**config.mk**
```make
export PLATFORM = sky130hd
export DESIGN_NAME = axil_cmd_master
export DESIGN_NICKNAME = d
export VERILOG_FILES = /design/src/rtl/axil_pkg.sv /design/src/rtl/axil_wdog.sv /design/src/rtl/axil_cmd_master.sv
export SDC_FILE = /design/constraint.sdc
export NUM_CORES = 1
export LEC_CHECK = 0
export ABC_CLOCK_PERIOD_IN_PS = 2300
export BUFFER_PORTS_ARGS = -buffer_cell sky130_fd_sc_hd__buf_4
export CORE_AREA = 8 8 107 129
export DETAILED_ROUTE_END_ITERATION = 6
export DIE_AREA = 0 0 115 137
export GPL_ROUTABILITY_DRIVEN = 0
export SYNTH_ARGS = -nofsm -noshare
export SYNTH_HDL_FRONTEND = slang
export SYNTH_SLANG_ARGS = --single-unit
```
**constraint.sdc**
```tcl
create_clock -name ACLK -period 2.3 [get_ports ACLK]
set_input_delay 0.46 -clock ACLK [delete_from_list [all_inputs] [get_ports ACLK]]
set_output_delay 0.46 -clock ACLK [all_outputs]
set_load 0.005 [all_outputs]
```
**src/rtl/axil_pkg.sv**
```systemverilog
// axil_pkg: shared AXI4-Lite response codes, protection default and command-master state encoding
package axil_pkg;
  localparam logic [1:0] RESP_OKAY   = 2'b00;
  localparam logic [1:0] RESP_SLVERR = 2'b10;
  localparam logic [1:0] RESP_DECERR = 2'b11;
  localparam logic [2:0] PROT        = 3'b000;
  typedef enum logic [2:0] {IDLE, WR, WR_B, RD, RD_R, RSP} state_t;
endpackage

```
**src/rtl/axil_wdog.sv**
```systemverilog
// axil_wdog: saturating watchdog that flags expiry after P_LIMIT enabled cycles since the last clear
module axil_wdog #(
  parameter int P_LIMIT = 256
) (
  input  logic clk,
  input  logic rst,
  input  logic i_clear,
  input  logic i_en,
  output logic o_expire
);
  localparam int W = $clog2(P_LIMIT);
  logic [W-1:0] r_cnt;
  assign o_expire = i_en && (r_cnt == W'(P_LIMIT - 1));
  always_ff @(posedge clk) begin
    if (rst || i_clear) r_cnt <= '0;
    else if (i_en && !o_expire) r_cnt <= r_cnt + 1'b1;
  end
endmodule

```
**src/rtl/axil_cmd_master.sv**
```systemverilog
// axil_cmd_master: single-outstanding cmd/rsp to AXI4-Lite master; watchdog under AXIL_CMD_MASTER_TIMEOUT_EN
module axil_cmd_master
  import axil_pkg::*;
#(
  parameter int P_ADDR_WIDTH     = 8,
  parameter int P_DATA_WIDTH     = 32,
  parameter int P_TIMEOUT_CYCLES = 256
) (
  input  logic                      ACLK,
  input  logic                      ARESET,
  input  logic                      cmd_valid,
  output logic                      cmd_ready,
  input  logic                      cmd_write,
  input  logic [P_ADDR_WIDTH-1:0]   cmd_addr,
  input  logic [P_DATA_WIDTH-1:0]   cmd_wdata,
  input  logic [P_DATA_WIDTH/8-1:0] cmd_wstrb,
  output logic                      rsp_valid,
  input  logic                      rsp_ready,
  output logic                      rsp_write,
  output logic [P_DATA_WIDTH-1:0]   rsp_rdata,
  output logic [1:0]                rsp_resp,
  output logic                      m_awvalid,
  input  logic                      m_awready,
  output logic [P_ADDR_WIDTH-1:0]   m_awaddr,
  output logic [2:0]                m_awprot,
  output logic                      m_wvalid,
  input  logic                      m_wready,
  output logic [P_DATA_WIDTH-1:0]   m_wdata,
  output logic [P_DATA_WIDTH/8-1:0] m_wstrb,
  input  logic                      m_bvalid,
  output logic                      m_bready,
  input  logic [1:0]                m_bresp,
  output logic                      m_arvalid,
  input  logic                      m_arready,
  output logic [P_ADDR_WIDTH-1:0]   m_araddr,
  output logic [2:0]                m_arprot,
  input  logic                      m_rvalid,
  output logic                      m_rready,
  input  logic [P_DATA_WIDTH-1:0]   m_rdata,
  input  logic [1:0]                m_rresp,
  output logic                      busy
);
  if (P_TIMEOUT_CYCLES < 2) begin : g_bad_timeout
    $error("P_TIMEOUT_CYCLES must be at least 2");
  end
  state_t                    r_state, w_next_raw, w_next;
  logic                      r_aw_done, r_w_done, r_write;
  logic [P_ADDR_WIDTH-1:0]   r_addr;
  logic [P_DATA_WIDTH-1:0]   r_wdata, r_rdata;
  logic [P_DATA_WIDTH/8-1:0] r_wstrb;
  logic [1:0]                r_resp;
  logic                      w_aw_fin, w_w_fin, w_timeout;
  // AW and W complete independently; the flags let them land in either order
  assign w_aw_fin = r_aw_done | m_awready;
  assign w_w_fin  = r_w_done | m_wready;
`ifdef AXIL_CMD_MASTER_TIMEOUT_EN
  logic w_expire;
  axil_wdog #(.P_LIMIT(P_TIMEOUT_CYCLES)) u_wdog (
    .clk      (ACLK),
    .rst      (ARESET),
    .i_clear  (r_state == IDLE),
    .i_en     (r_state != IDLE && r_state != RSP),
    .o_expire (w_expire)
  );
  // a handshake completing on the expiry cycle still wins over the watchdog
  assign w_timeout = w_expire && (w_next_raw == r_state);
`else
  assign w_timeout = 1'b0;
`endif
  always_ff @(posedge ACLK) r_state <= ARESET ? IDLE : w_next;
  always_comb begin
    w_next_raw = r_state;
    case (r_state)
      IDLE:    w_next_raw = cmd_valid ? (cmd_write ? WR : RD) : IDLE;
      WR:      w_next_raw = (w_aw_fin && w_w_fin) ? WR_B : WR;
      WR_B:    w_next_raw = m_bvalid ? RSP : WR_B;
      RD:      w_next_raw = m_arready ? RD_R : RD;
      RD_R:    w_next_raw = m_rvalid ? RSP : RD_R;
      RSP:     w_next_raw = rsp_ready ? IDLE : RSP;
      default: w_next_raw = IDLE;
    endcase
  end
  assign w_next = w_timeout ? RSP : w_next_raw;
  always_comb begin
    cmd_ready = r_state == IDLE;
    busy      = r_state != IDLE;
    m_awvalid = r_state == WR && !r_aw_done;
    m_wvalid  = r_state == WR && !r_w_done;
    m_bready  = r_state == WR_B;
    m_arvalid = r_state == RD;
    m_rready  = r_state == RD_R;
    rsp_valid = r_state == RSP;
  end
  assign m_awaddr  = r_addr;
  assign m_araddr  = r_addr;
  assign m_wdata   = r_wdata;
  assign m_wstrb   = r_wstrb;
  assign m_awprot  = PROT;
  assign m_arprot  = PROT;
  assign rsp_write = r_write;
  assign rsp_rdata = r_rdata;
  assign rsp_resp  = r_resp;
  always_ff @(posedge ACLK) begin
    if (ARESET || (r_state == RSP && rsp_ready)) begin
      r_aw_done <= 1'b0;
      r_w_done  <= 1'b0;
      r_write   <= 1'b0;
      r_addr    <= '0;
      r_wdata   <= '0;
      r_wstrb   <= '0;
      r_rdata   <= '0;
      r_resp    <= RESP_OKAY;
    end else if (r_state == IDLE) begin
      if (cmd_valid) begin
        r_write <= cmd_write;
        r_addr  <= cmd_addr;
        r_wdata <= cmd_wdata;
        r_wstrb <= cmd_wstrb;
      end
    end else begin
      r_aw_done <= r_aw_done | (r_state == WR && m_awready);
      r_w_done  <= r_w_done | (r_state == WR && m_wready);
      if (w_timeout) begin
        r_resp  <= RESP_DECERR;
        r_rdata <= '0;
      end else if (r_state == WR_B && m_bvalid) begin
        r_resp  <= m_bresp;
        r_rdata <= '0;
      end else if (r_state == RD_R && m_rvalid) begin
        r_resp  <= m_rresp;
        r_rdata <= m_rdata;
      end
    end
  end
endmodule

```
---- Yosys cells after proc, flatten, opt, wreduce, memory -nomap -nowiden ----
Index checks and enable logic that the tools add are counted.
cells by class
  multiplexer cells ....................... 12
  equality and inequality tests ........... 5
  reduce and logical (&&, ||, !) cells .... 16
  bitwise logic cells ..................... 5
operator list
  cell                                                              count
  32-bit two-way mux                                                2
  3-bit one-hot mux with 6 select lines                             1
  2-bit two-way mux                                                 5
  3-bit two-way mux                                                 3
  1-bit logical AND                                                 8
  3-bit by 2-bit == test with 1-bit output (second input constant)  2
  3-bit == test (second input constant)                             2
  1-bit OR                                                          4
  2-bit AND reduction                                               2
  3-bit by 1-bit == test with 1-bit output (second input constant)  1
  3-bit logical NOT                                                 1
  3-bit nonzero test                                                1
  1-bit logical NOT                                                 2
  2-bit nonzero test                                                1
  1-bit logical OR                                                  1
  1-bit two-way mux                                                 1
  1-bit NOT                                                         1
storage, ports and cells
  word-level logic and storage cells ...... 47
  flip-flop bits (word level) ............. 84
  output and inout bits ................... 101
  input port bits ......................... 90

---- Depth between registers and ports, before layout ----
  depth in word-level cells ............... 4
  mapped depth ............................ 6
  gate-level depth less buffers ........... 3

---- Worst setup path after synthesis ----
OpenSTA, ideal clock, no wires.
  kind .................................... register -> output
  start ................................... register r_state[1]
  end ..................................... output m_awvalid
  slack ................................... 0.761 ns
  arrival time ............................ 1.079 ns
  buffers on the path ..................... 2
  stages on the path, launching flop included .. 5
  data required time ...................... 1.840 ns
  cell sequence ........................... dfxtp_1 -> buf_6 -> buf_2 -> or3b_1 -> nor2_1
between the ends
  longest elaborated chain between the ends .. 2
ends and longest elaborated chain
  element                                   line                   source
  start: declaration                        axil_cmd_master.sv:46  state_t r_state, w_next_raw, w_next;
  start signal: assignment                  axil_cmd_master.sv:70  always_ff @(posedge ACLK) r_state <= ARESET ? IDLE : w_next;
  3-bit by 1-bit == test with 1-bit output  axil_cmd_master.sv:87  m_awvalid = r_state == WR && !r_aw_done;
  1-bit logical AND                         axil_cmd_master.sv:87
  end: declaration                          axil_cmd_master.sv:22  output logic m_awvalid,
No other way between the ends.

---- Final worst setup path ----
  start ................................... register r_state[0]
  end ..................................... output m_wvalid
between the ends
  longest elaborated chain between the ends .. 2
ends and longest elaborated chain
  element                                   line                   source
  3-bit by 1-bit == test with 1-bit output  axil_cmd_master.sv:88  m_wvalid = r_state == WR && !r_w_done;
  1-bit logical AND                         axil_cmd_master.sv:88
  end: declaration                          axil_cmd_master.sv:26  output logic m_wvalid,
No other way between the ends.

==> impl_metrics.json <==
{
  "cts_buffers": 9,
  "dieHeight_um": 137,
  "post-cts-setup-buffers": 0,
  "seq_area_frac_synth_pct": 48.9,
  "irDropWorstVdd_mv": 0.287,
  "drt_iter0_markers": 210,
  "synth_area_per_cell_um2": 8.26,
  "period_needed_ns": 2.11,
  "drv_cap": 0,
  "dpl.cell_count": 723,
  "cp.required_ns": 1.84,
  "htreeDepth": 3,
  "nets": 663,
  "tritoncts": "built",
  "wl_per_cell_um": 14.7,
  "overflow": 0,
  "core_um2": 11800,
  "finalCritPeriodShare_pct": 91.8,
  "grt_pass1_vias": 3375,
  "synth_cell_types": 33,
  "start_kind": "register",
  "skew_ns": 0.00735,
  "wl_mm": 10.9,
  "rsz0062_at_grt": "no",
  "clockBufferDepth": 2,
  "slew_headroom_pct": 50.6,
  "drc": 0,
  "antenna_found_initial": 0,
  "grt_usage_pct": 13.4,
  "crit_chain": "or3b_1, nor2_1, buf_4",
  "tightest_slew_ns": 0.741,
  "leakage_nw": 2.19,
  "clk_pin_slew_ns": 0.06,
  "crit_family": "flip-flops",
  "via_count": 3372,
  "yosys_warnings": 0,
  "fin_setup_tns_ns": 0,
  "ys_ff_latch": 84,
  "path_class": "reg2out",
  "rows": 44,
  "finalMaxSlewViolations": 0,
  "synthCells": 416,
  "grt_start_max_net_pins": 82,
  "portBuffers": 184,
  "stdcell_count": 739,
  "first_pass_iters": 4,
  "crit_buf_inv": 1,
  "hold_class": "in2reg",
  "critPathSlowestCell": "dfxtp_1",
  "grt_pass1_wl_mm": 17.0,
  "initial_core_util_pct": 29.2,
  "power_density_nw_per_um2": 771,
  "fmax_mhz": 474,
  "design.portCount": 191,
  "die_area_um2": 15800,
  "cts-root-buf": "clkbuf_16",
  "drive_gt1_share_pct": 37.4,
  "syn_area_um2": 3440,
  "viasPerCell": 4.56,
  "arrival_ns": 1.65,
  "cts_hold_buf": 0,
  "outcome": "complete, no violations",
  "crit_fanout": 16,
  "clk_latency_ns": 0.33,
  "postRouteAntennaNets": 0,
  "die_x_um": 115,
  "endpoint_kind": "primary output",
  "ff2ff_setup_slack_ns": 0.40,
  "cts_sinks": 84,
  "finalHoldViolCount": 0,
  "area_growth_pct": 47.7,
  "final_core_util_pct": 43.1,
  "slowest_delay_ns": 0.63,
  "setup_viol": 0,
  "cts.repair.resized": 0,
  "hpwl_mm": 7.98,
  "antenna_cells": 0
}
## tightest hold or removal path: cells and delay by family
family          cells  cell delay, ns
simple gates        1            0.07
buf+inv             1            0.08
compound gates      1            0.05
## sequential cells by signal, summed over array words and instances, names as in the netlist
| name | flops |
|---|---|
| m_wdata | 32 |
| rsp_rdata | 32 |
| rsp_write | 1 |
| m_araddr | 8 |
| r_w_done | 1 |
| r_state | 3 |
| r_aw_done | 1 |
| m_wstrb | 4 |
| rsp_resp | 2 |
## routing by layer
metal  wire length (µm)  track usage, %  up-vias
met5                  0               0        -
met4                185            6.00        0
met3               1330            6.84       13
met2               5170            21.1      126
met1               4190            14.9     1528
li1                   -               -     1705
## logic make-up after synthesis
logic type	count (synthesis)	share of synthesized area (%)
flops	84	48.9
other cells	1	0.109
buf+inv	53	10.6
compound gates	93	14.5
simple gates	185	25.9
## area by class of cell
cell class | instances | area [µm²]
flip-flops and latches | 84 | 1680
well taps | 161 | 201
inverters | 1 | 3.75
clock inverters | 4 | 22.5
repair buffers | 193 | 1470
multi-input cells | 284 | 1430
clock buffers | 12 | 267
fillers | 1231 | 6710
## synthesized netlist by cell type, drive strengths merged
master / instances / area share (%)
o31a: 2 / 0.51
nand4bb: 2 / 0.66
buf: 48 / 10
o22ai: 1 / 0.18
nor2b: 4 / 0.73
dfxtp: 84 / 49
nand3b: 2 / 0.44
nand2b: 1 / 0.18
and4bb: 2 / 0.73
o2bb2ai: 1 / 0.25
nor2: 5 / 0.55
nor3: 3 / 0.44
a31o: 1 / 0.25
or3b: 1 / 0.25
conb: 1 / 0.11
and3b: 1 / 0.25
a211oi: 2 / 0.44
o21a: 1 / 0.22
inv: 1 / 0.11
o21ai: 2 / 0.29
or4b: 2 / 0.69
clkbuf: 4 / 0.44
and2: 1 / 0.18
nor4b: 1 / 0.69
nand3: 64 / 9.3
nor3b: 3 / 0.66
a221o: 1 / 0.29
nand2: 93 / 10
a21oi: 82 / 12
## cell usage in the layout (no fill, tap or decap), drive strengths merged, types with 3 or more instances in the layout
cell    instances
buf           193
a21oi          82
dfxtp          84
conb            6
nor2b           4
clkbuf         12
nand3          64
nor2            5
clkinv          3
nor3            3
nand2          93
nor3b           3
## per-stage QoR
stage	setup WS (ns)	hold slack, ns	cell area, µm²	power [mW]
2_1_floorplan	0.761	0.453	3460	2.22
3_3_place_gp	0.492	0.444	4790	2.59
3_5_place_dp	0.416	0.447	4790	2.60
4_1_cts	0.159	0.352	5070	4.00
5_1_grt	0.0748	0.364	5070	4.16
6_report	0.189	0.370	5070	3.91
## worst paths after layout
kind                                 start           end  depth (start not counted)
worst max-delay path            r_state[0]      m_wvalid                          3
worst min-delay path             m_awready     r_aw_done                          3
worst min register to register  m_wdata[1]    m_wdata[1]                          2
worst max register to register  r_state[2]  rsp_rdata[6]                          4
## power breakdown
part           internal [mW]  switching (mW)  total [mW]  leakage (nW)
combinational          0.448           0.428       0.876          1.36
clock                  0.814           0.549        1.36         0.144
sequential              1.58          0.0918        1.68         0.684
Note: power is estimated with default switching activity, not from simulation.
